### src/rtl/xy_pkg.sv
// xy_pkg: shared widths, request field layout and FSM encoding for the XY segment scheduler
package xy_pkg;
  localparam int XY_XW = 8;
  localparam int XY_YW = 7;
  localparam int XY_SEG_W = 2 * XY_XW + 2 * XY_YW + 1;
  typedef enum logic [1:0] {IDLE, SETUP, STEP} state_t;
  typedef enum logic [2:0] {F_Y1, F_X1, F_Y0, F_X0, F_BEAM} field_t;
  function automatic int seg_off(field_t f, int xw, int yw);
    return f == F_Y1 ? 0 : f == F_X1 ? yw : f == F_Y0 ? xw + yw : f == F_X0 ? xw + 2 * yw : 2 * xw + 2 * yw;
  endfunction
endpackage

### src/rtl/xy_line_stepper.sv
// xy_line_stepper: Bresenham point walker; load latches a segment, step advances one point
module xy_line_stepper #(
  parameter int XW = 8,
  parameter int YW = 7
) (
  input  logic          clk,
  input  logic          reset,
  input  logic          load,
  input  logic          step,
  input  logic [XW-1:0] x0,
  input  logic [YW-1:0] y0,
  input  logic [XW-1:0] x1,
  input  logic [YW-1:0] y1,
  output logic [XW-1:0] x,
  output logic [YW-1:0] y,
  output logic          at_end
);
  localparam int EW = XW + 2;
  logic [XW-1:0] x_q, x_d, xe_q, xe_d, adx;
  logic [YW-1:0] y_q, y_d, ye_q, ye_d, ady;
  logic signed [EW-1:0] err_q, err_d, dx_q, dx_d, dy_q, dy_d;
  logic signed [EW:0] e2, ndy, pdx;
  logic sx_q, sx_d, sy_q, sy_d, mx, my;
  always_comb begin
    adx = x1 >= x0 ? x1 - x0 : x0 - x1;
    ady = y1 >= y0 ? y1 - y0 : y0 - y1;
    e2 = {err_q, 1'b0};
    ndy = -{1'b0, dy_q};
    pdx = {1'b0, dx_q};
    mx = e2 > ndy;
    my = e2 < pdx;
    at_end = x_q == xe_q && y_q == ye_q;
    x_d = x_q;
    y_d = y_q;
    xe_d = xe_q;
    ye_d = ye_q;
    sx_d = sx_q;
    sy_d = sy_q;
    dx_d = dx_q;
    dy_d = dy_q;
    err_d = err_q;
    if (load) begin
      x_d = x0;
      y_d = y0;
      xe_d = x1;
      ye_d = y1;
      sx_d = x1 < x0;
      sy_d = y1 < y0;
      dx_d = {2'b0, adx};
      dy_d = {{(EW - YW){1'b0}}, ady};
      err_d = dx_d - dy_d;
    end else if (step) begin
      // both axis decisions use the pre-step error term
      x_d = mx ? (sx_q ? x_q - 1'b1 : x_q + 1'b1) : x_q;
      y_d = my ? (sy_q ? y_q - 1'b1 : y_q + 1'b1) : y_q;
      err_d = err_q - (mx ? dy_q : '0) + (my ? dx_q : '0);
    end
  end
  always_ff @(posedge clk) begin
    if (reset) begin
      x_q <= '0;
      y_q <= '0;
      xe_q <= '0;
      ye_q <= '0;
      sx_q <= 1'b0;
      sy_q <= 1'b0;
      dx_q <= '0;
      dy_q <= '0;
      err_q <= '0;
    end else begin
      x_q <= x_d;
      y_q <= y_d;
      xe_q <= xe_d;
      ye_q <= ye_d;
      sx_q <= sx_d;
      sy_q <= sy_d;
      dx_q <= dx_d;
      dy_q <= dy_d;
      err_q <= err_d;
    end
  end
  assign x = x_q;
  assign y = y_q;
endmodule

### src/rtl/xy_segment_scheduler.sv
// xy_segment_scheduler: round-robin segment arbiter, dwell timer and blanking for BNC X/Y outputs
module xy_segment_scheduler
  import xy_pkg::*;
#(
  parameter int XW = XY_XW,
  parameter int YW = XY_YW,
  parameter int DWELL_W = 4,
  localparam int SEG_W = 2 * XW + 2 * YW + 1
) (
  input  logic               clk,
  input  logic               reset,
  input  logic               enable,
  input  logic [DWELL_W-1:0] dwell,
  input  logic [1:0]         req_valid,
  input  logic [2*SEG_W-1:0] req_seg,
  output logic [1:0]         req_ready,
  output logic [XW-1:0]      BNC_x,
  output logic [YW-1:0]      BNC_y,
  output logic               BNC_blank,
  output logic               busy,
  output logic               seg_done,
  output logic               grant_id
);
  localparam int OB = seg_off(F_BEAM, XW, YW);
  localparam int OX0 = seg_off(F_X0, XW, YW);
  localparam int OY0 = seg_off(F_Y0, XW, YW);
  localparam int OX1 = seg_off(F_X1, XW, YW);
  localparam int OY1 = seg_off(F_Y1, XW, YW);
  state_t state_q, state_d;
  logic [SEG_W-1:0] seg_q, seg_d;
  logic [DWELL_W-1:0] dwell_q, dwell_d, cnt_q, cnt_d;
  logic grant_q, grant_d, blank_q, blank_d;
  logic g, accept, load, step, at_end;
  always_comb begin
    g = &req_valid ? ~grant_q : req_valid[1];
    accept = state_q == IDLE && enable && |req_valid && !reset;
    req_ready = accept ? (g ? 2'b10 : 2'b01) : 2'b00;
    load = state_q == SETUP;
    seg_done = state_q == STEP && cnt_q == '0 && at_end;
    step = state_q == STEP && cnt_q == '0 && !at_end;
    busy = state_q != IDLE;
    state_d = state_q;
    seg_d = seg_q;
    dwell_d = dwell_q;
    grant_d = grant_q;
    cnt_d = cnt_q;
    blank_d = blank_q;
    if (accept) begin
      seg_d = g ? req_seg[2*SEG_W-1:SEG_W] : req_seg[SEG_W-1:0];
      dwell_d = dwell;
      grant_d = g;
      state_d = SETUP;
    end else if (state_q == SETUP) begin
      cnt_d = dwell_q;
      blank_d = ~seg_q[OB];
      state_d = STEP;
    end else if (state_q == STEP) begin
      cnt_d = cnt_q == '0 ? dwell_q : cnt_q - 1'b1;
      blank_d = seg_done ? 1'b1 : blank_q;
      state_d = seg_done ? IDLE : STEP;
    end
  end
  always_ff @(posedge clk) begin
    if (reset) begin
      state_q <= IDLE;
      seg_q <= '0;
      dwell_q <= '0;
      cnt_q <= '0;
      grant_q <= 1'b1;
      blank_q <= 1'b1;
    end else begin
      state_q <= state_d;
      seg_q <= seg_d;
      dwell_q <= dwell_d;
      cnt_q <= cnt_d;
      grant_q <= grant_d;
      blank_q <= blank_d;
    end
  end
  xy_line_stepper #(.XW(XW), .YW(YW)) u_stepper (
    .clk(clk),
    .reset(reset),
    .load(load),
    .step(step),
    .x0(seg_q[OX0 +: XW]),
    .y0(seg_q[OY0 +: YW]),
    .x1(seg_q[OX1 +: XW]),
    .y1(seg_q[OY1 +: YW]),
    .x(BNC_x),
    .y(BNC_y),
    .at_end(at_end)
  );
  assign BNC_blank = blank_q;
  assign grant_id = grant_q;
endmodule
### config.mk
export PLATFORM = sky130hd
export DESIGN_NAME = xy_segment_scheduler
export DESIGN_NICKNAME = d
export VERILOG_FILES = /design/src/rtl/xy_pkg.sv /design/src/rtl/xy_line_stepper.sv /design/src/rtl/xy_segment_scheduler.sv
export SDC_FILE = /design/constraint.sdc
export NUM_CORES = 1
export LEC_CHECK = 0
export ABC_AREA = 1
export CORE_AREA = 2 2 199 123
export DETAILED_ROUTE_END_ITERATION = 12
export DIE_AREA = 0 0 201 125
export GPL_ROUTABILITY_DRIVEN = 0
export PLACE_DENSITY = 0.61
export SLEW_MARGIN = 10
export SYNTH_ARGS = -nofsm -noshare
export SYNTH_HDL_FRONTEND = slang
export SYNTH_SLANG_ARGS = --single-unit
### constraint.sdc
create_clock -name clk -period 5 [get_ports clk]
set_input_delay 1 -clock clk [delete_from_list [all_inputs] [get_ports clk]]
set_output_delay 1 -clock clk [all_outputs]
set_load 0.01 [all_outputs]
# Yosys cells after proc, flatten, opt, wreduce, memory -nomap -nowiden
# Index checks and enable logic that the tools add are counted.
[totals]
mem_bits_ro = 0
ff_bits = 100
ram_bits = 0
mem_count = 0
inputBits = 71
latch_bits = 0
output_inout_bits = 21
wordCells = 95
[op_classes]
n_lt_le_gt_ge = 6
muxes = 28
bitwise_logic = 3
addsub = 13
n_div = 0
n_reduce_logical = 25
n_shift = 0
eq_ne = 4
multipliers = 0
[op_table]
columns = ["op", "n"]
rows = [
  ["$mux W8", 6],
  ["$mux W7", 6],
  ["$mux W31", 1],
  ["$mux W10", 2],
  ["$sub A8 B8 Y8", 2],
  ["$sub A7 B7 Y7", 2],
  ["$mux W4", 3],
  ["$reduce_bool A2 Y1", 6],
  ["$gt A11 B11 Y1", 1],
  ["$lt A11 B9 Y1", 1],
  ["$neg A7 Y11", 1],
  ["$add A10 B10 Y10", 1],
  ["$mux W2", 5],
  ["$sub A10 B10 Y10", 1],
  ["$sub A8 B7 Y9", 1],
  ["$add A8 B1 Y8 const B", 1],
  ["$eq A8 B8 Y1", 1],
  ["$ge A8 B8 Y1", 1],
  ["$lt A8 B8 Y1", 1],
  ["$reduce_and A2 Y1", 4],
  ["$sub A8 B1 Y8 const B", 1],
  ["$add A7 B1 Y7 const B", 1],
  ["$eq A7 B7 Y1", 1],
  ["$ge A7 B7 Y1", 1],
  ["14 further kinds", 28],
]

# Depth between registers and ports, before layout
[depth]
depth_word = 7
ltp_mapped = 33
mapped_depth_nobuf = 33

# Hierarchy
# From an unflattened synthesis, not the netlist that was laid out.
[unflattened]
cells_unflattened = 1230
hier_area_um2 = 8262.9
[modules_own_cells]
columns = ["mod", "cells_each", "seq_area_each_um2", "n_inst", "area_each_um2"]
rows = [
  ["xy_line_stepper", 897, 1141.1, 1, 6068.3],
  ["xy_segment_scheduler", 333, 860.8, 1, 2194.6],
]

# Least setup slack after synthesis
# No wires, ideal clock.
[synth_timing]
path_kind = "register to register"
from = "register u_stepper.dy_q[2]"
to = "register u_stepper.err_q[8]"
synth_period_minus_slack_ns = 3.705
slack_ns = 1.295
setup_time_ns = 0.109
path_stages_with_launch = 28
required_ns = 4.891
arrival_ns = 3.596
path_buffers = 0
cell_sequence = "dfxtp_1 nor3_1 inv_1 nor3_1 nand2_1 nor2_1 ha_1 nand2_1 inv_1 a21oi_1 nand3_1 nand2_1 nand3_2 nor2_1 fa_1 fa_1 inv_1 nand2_1 nand2_1 nand2_1 nand2_1 nand4_1 nand2_1 nand2_1 nand3_1 nand3_1 nand2_1 inv_1"
[synth_via]
elab_chain_len = 7
[synth_lines]
columns = ["element", "line_no", "source"]
rows = [
  ["from (decl)", "xy_line_stepper.sv:21", "logic signed [EW-1:0] err_q, err_d, dx_q, dx_d, dy_q, dy_d;"],
  ["from (signal assigned)", "xy_line_stepper.sv:78", "dy_q <= dy_d;"],
  ["$neg A7 Y11", "xy_line_stepper.sv:28", "ndy = -{1'b0, dy_q};"],
  ["$gt A11 B11 Y1", "xy_line_stepper.sv:30", "mx = e2 > ndy;"],
  ["$mux W7 *", "xy_line_stepper.sv:56", "err_d = err_q - (mx ? dy_q : '0) + (my ? dx_q : '0);"],
  ["$sub A10 B10 Y10 *", "xy_line_stepper.sv:56", ""],
  ["$add A10 B10 Y10 *", "xy_line_stepper.sv:56", ""],
  ["$mux W10 *", "xy_line_stepper.sv:52", "end else if (step) begin"],
  ["$mux W10 *", "xy_line_stepper.sv:42", "if (load) begin"],
  ["to (signal assigned)", "xy_line_stepper.sv:79", "err_q <= err_d;"],
  ["to (decl)", "xy_line_stepper.sv:21", ""],
]
# Every way passes the cells marked *; elsewhere a longest branch is shown, timed or not. The select of a mux whose other input is x is not followed.
# A chain may end at the register's enable or synchronous reset.

# Worst setup path after layout
[layout_timing]
from = "register u_stepper.dy_q[1]"
to = "register u_stepper.err_q[4]"
# Same word-level chain as after synthesis.

==> results.yml <==
yosys:
  synth-seq-area-share_pct: 25.0
  syn_nets: 1351
  yosysWarnings: 0
  syn_area_um2: 7990
  syn_area_per_cell_um2: 6.74
  netlist_instances: 1186
  synth_cell_types: 50
  synth-async-reset-ratio_pct: 0
  synth_edf_count: 0
  synth_top_flop_cell: "dfxtp_1"
  yosys_register_bits: 100
clock_tree:
  path_clk_slew_ns: 0.07
  cts_buffers: 9
  cts_root_buf: "clkbuf_16"
  post_cts_buffers: 0
  ctsResizeCount: 0
  cts_tree: "yes"
  cts_buffer_depth: 2
  ctsHoldBuffers: 0
  cts.htree.levels: 3
  clkLatencyLatePin_ns: 0.37
  cts.sinks: 100
power_and_ir_drop:
  peakVddDrop_uv: 288
  p_per_area_nw_per_um2: 606
  leakage_nw: 4.37
  comb_power_share_pct: 66.0
  power.switching_w: 0.00297
  switching_share_pct: 51.8
  pwr-share-clk_pct: 13.8
  p_int_w: 0.00276
  seq_power_share_pct: 20.1
  totalPowerFinal_w: 0.00573
global_routing:
  globalRouteOverflowTotal: 0
  antenna_found_initial: 0
  grt_pass1_vias: 7273
  grt_use_met1_pct: 32.5
  grt_util_met3_pct: 5.34
  met2_usage_pct: 25.2
  grtUsageTotal_pct: 19.9
  grt.busiest_layer: "met1"
  grt_max_degree: 79
  grt_pass1_wl_um: 39500
route:
  drc: 0
  routed_wl_um: 24600
  ant_nets: 0
  firstDrtPassIters: 5
  vias: 7871
  via_per_inst: 4.98
  drt_iter0_drc: 650
  wl_per_cell_um: 15.5
finish:
  layoutNonFillerInstCount: 1582
  mostFrequentLayoutCells: "nand2_1, inv_1, dfxtp_1"
  area_delta_synth_final_pct: 18.3
  final_common_cell: "nand2_1"
  drive_gt1_share_pct: 5.40
  nNetsFinal: 1421
  diodes: 0
  nFillCells: 2504
die:
  rows: 44
  coreArea_um2: 23500
  die_area_um2: 25100
  initial_core_util_pct: 34.0
  die_w_um: 201
  chipHeight_um: 125
  io_pins: 92
setup_path:
  reg2reg_to: "u_stepper.err_q[4]"
  r2r_start: "u_stepper.dy_q[1]"
  endpoint_kind: "register"
  cp_max_fo: 8
  timing_worst_setup_path_type: "reg2reg"
  critPathLaunchType: "register"
  rrSetupSlack_ns: 0.73
  worstPathRequired_ns: 5.26
  reg2reg_depth: 25
  cp.arrival_ns: 4.54
sta:
  min_period_ns: 4.27
  maxSlewHeadroom_pct: 50.4
  fin_tns_setup_ns: 0
  setup_viol: 0
  slew_viol_final: 0
  fmax_ghz: 0.234
  tightest_slew_ns: 0.744
  hold_viol: 0
  rsz0062_at_grt: "no"
  fin_worst_skew_ns: 0.0120
  setup_ws_ns: 0.726
  finalCritPeriodShare_pct: 85.5
min_path:
  hp-class: "reg2reg"
  hold_start: "dwell_q[0]"
  hold-path-cell-count: 1
  hold_path_end: "dwell_q[0]"
outcome:
  status: "complete, no violations"
place:
  numPortBuffers: 91
  place_inst: 1567
  dp_worst_setup_slack_ns: 0.805
  hpwlAfterDp_um: 19300
flow_run:
  drv_cap: 0
-- cells by family after synthesis --
logic type      share of synthesized area [%]
buf+inv                                  11.8
flops                                    25.0
xor+xnor                                 4.71
simple gates                             26.1
compound gates                           16.3
fa+ha+maj                                16.0
-- metrics by stage --
| stage | hold WS, ns | area (um^2) | util [%] |
|---|---|---|---|
| CTS | 0.490 | 9450 | 40.2 |
| detailed placement | 0.474 | 9130 | 38.8 |
| finish | 0.487 | 9450 | 40.2 |
| global route | 0.510 | 9450 | 40.2 |
| global placement | 0.468 | 9130 | 38.8 |
| floorplan | 0.443 | 7990 | - |
-- synth_stat cells (6+ instances only) --
library cell | n | share of area [%]
a31oi_1 | 29 | 2.3
o21ai_0 | 66 | 4.1
o21ai_1 | 8 | 0.50
inv_2 | 10 | 0.47
nand4_1 | 12 | 0.94
nand2_1 | 302 | 14
xor2_1 | 34 | 3.7
fa_1 | 14 | 3.5
nand3_1 | 65 | 4.1
clkbuf_1 | 17 | 0.80
dfxtp_1 | 100 | 25
buf_2 | 9 | 0.56
ha_1 | 80 | 13
nand2_2 | 10 | 0.78
nor2_1 | 68 | 3.2
xnor2_1 | 9 | 0.99
buf_6 | 6 | 0.85
a21oi_1 | 99 | 6.2
inv_1 | 181 | 8.5
-- state kept, by name, indices dropped and copies added (netlist names), 7 cells and up --
register	flops
seg_q	31
u_stepper.dx_q	8
u_stepper.dy_q	7
u_stepper.err_q	10
u_stepper.x	8
u_stepper.xe_q	8
u_stepper.y	7
u_stepper.ye_q	7
-- routing by layer --
layer | share of wire [%] | vias to the layer above
met3 | 9.8 | 14
met5 | 0 | -
met4 | 0.83 | 0
met1 | 55 | 3600
met2 | 35 | 296
li1 | - | 3961
-- cell type report --
class	count	area (um^2)	area share, %
Multi-Input combinational cell	856	5050	53.4
Tap cell	322	403	4.26
Timing Repair Buffer	97	951	10.1
Sequential cell	100	2000	21.2
Inverter	192	723	7.65
Clock buffer	9	225	2.38
Clock inverter	6	96.3	1.02
-- worst max-delay path, stage by stage, from the launching register on --
cell and delay (ns):
dfxtp_1 0.31, inv_1 0.12, ha_1 0.21, nand3_1 0.12
nor2_1 0.10, nand2_1 0.10, xor2_1 0.17, ha_1 0.31
nand2_1 0.07, nor2_1 0.15, nand3_1 0.12, nand4_1 0.14
nand3_2 0.22, nor2_1 0.21, fa_1 0.49, fa_1 0.45
inv_1 0.09, nand2_1 0.07, nand2_1 0.07, nand2_1 0.05
nand2_1 0.11, a21oi_1 0.07, o21ai_0 0.11, o21ai_0 0.14
nor2_1 0.14, nor2_1 0.05
-- worst max-delay path by stage --
stage | slack, ns | end | depth (start not counted) | start
after floorplan | 1.30 | u_stepper.err_q[8] | 27 | u_stepper.dy_q[2]
after global placement | 0.94 | u_stepper.err_q[6] | 27 | u_stepper.dy_q[2]
after detailed placement | 0.80 | u_stepper.err_q[8] | 27 | u_stepper.dy_q[1]
after CTS | 0.77 | u_stepper.err_q[4] | 26 | u_stepper.dy_q[0]
after global routing | 0.32 | u_stepper.err_q[8] | 30 | u_stepper.dy_q[0]
final | 0.73 | u_stepper.err_q[4] | 25 | u_stepper.dy_q[1]
-- power by group through the flow --
stage	clock (W)	sequential, W	combinational (W)
6_report	0.000794	0.00115	0.00378
5_1_grt	0.000837	0.00117	0.00433
4_1_cts	0.000805	0.00115	0.00373
3_5_place_dp	0	0.00116	0.00370
3_3_place_gp	0	0.00116	0.00366
2_1_floorplan	0	0.00109	0.00282
Note: power is estimated with default switching activity, not from simulation.
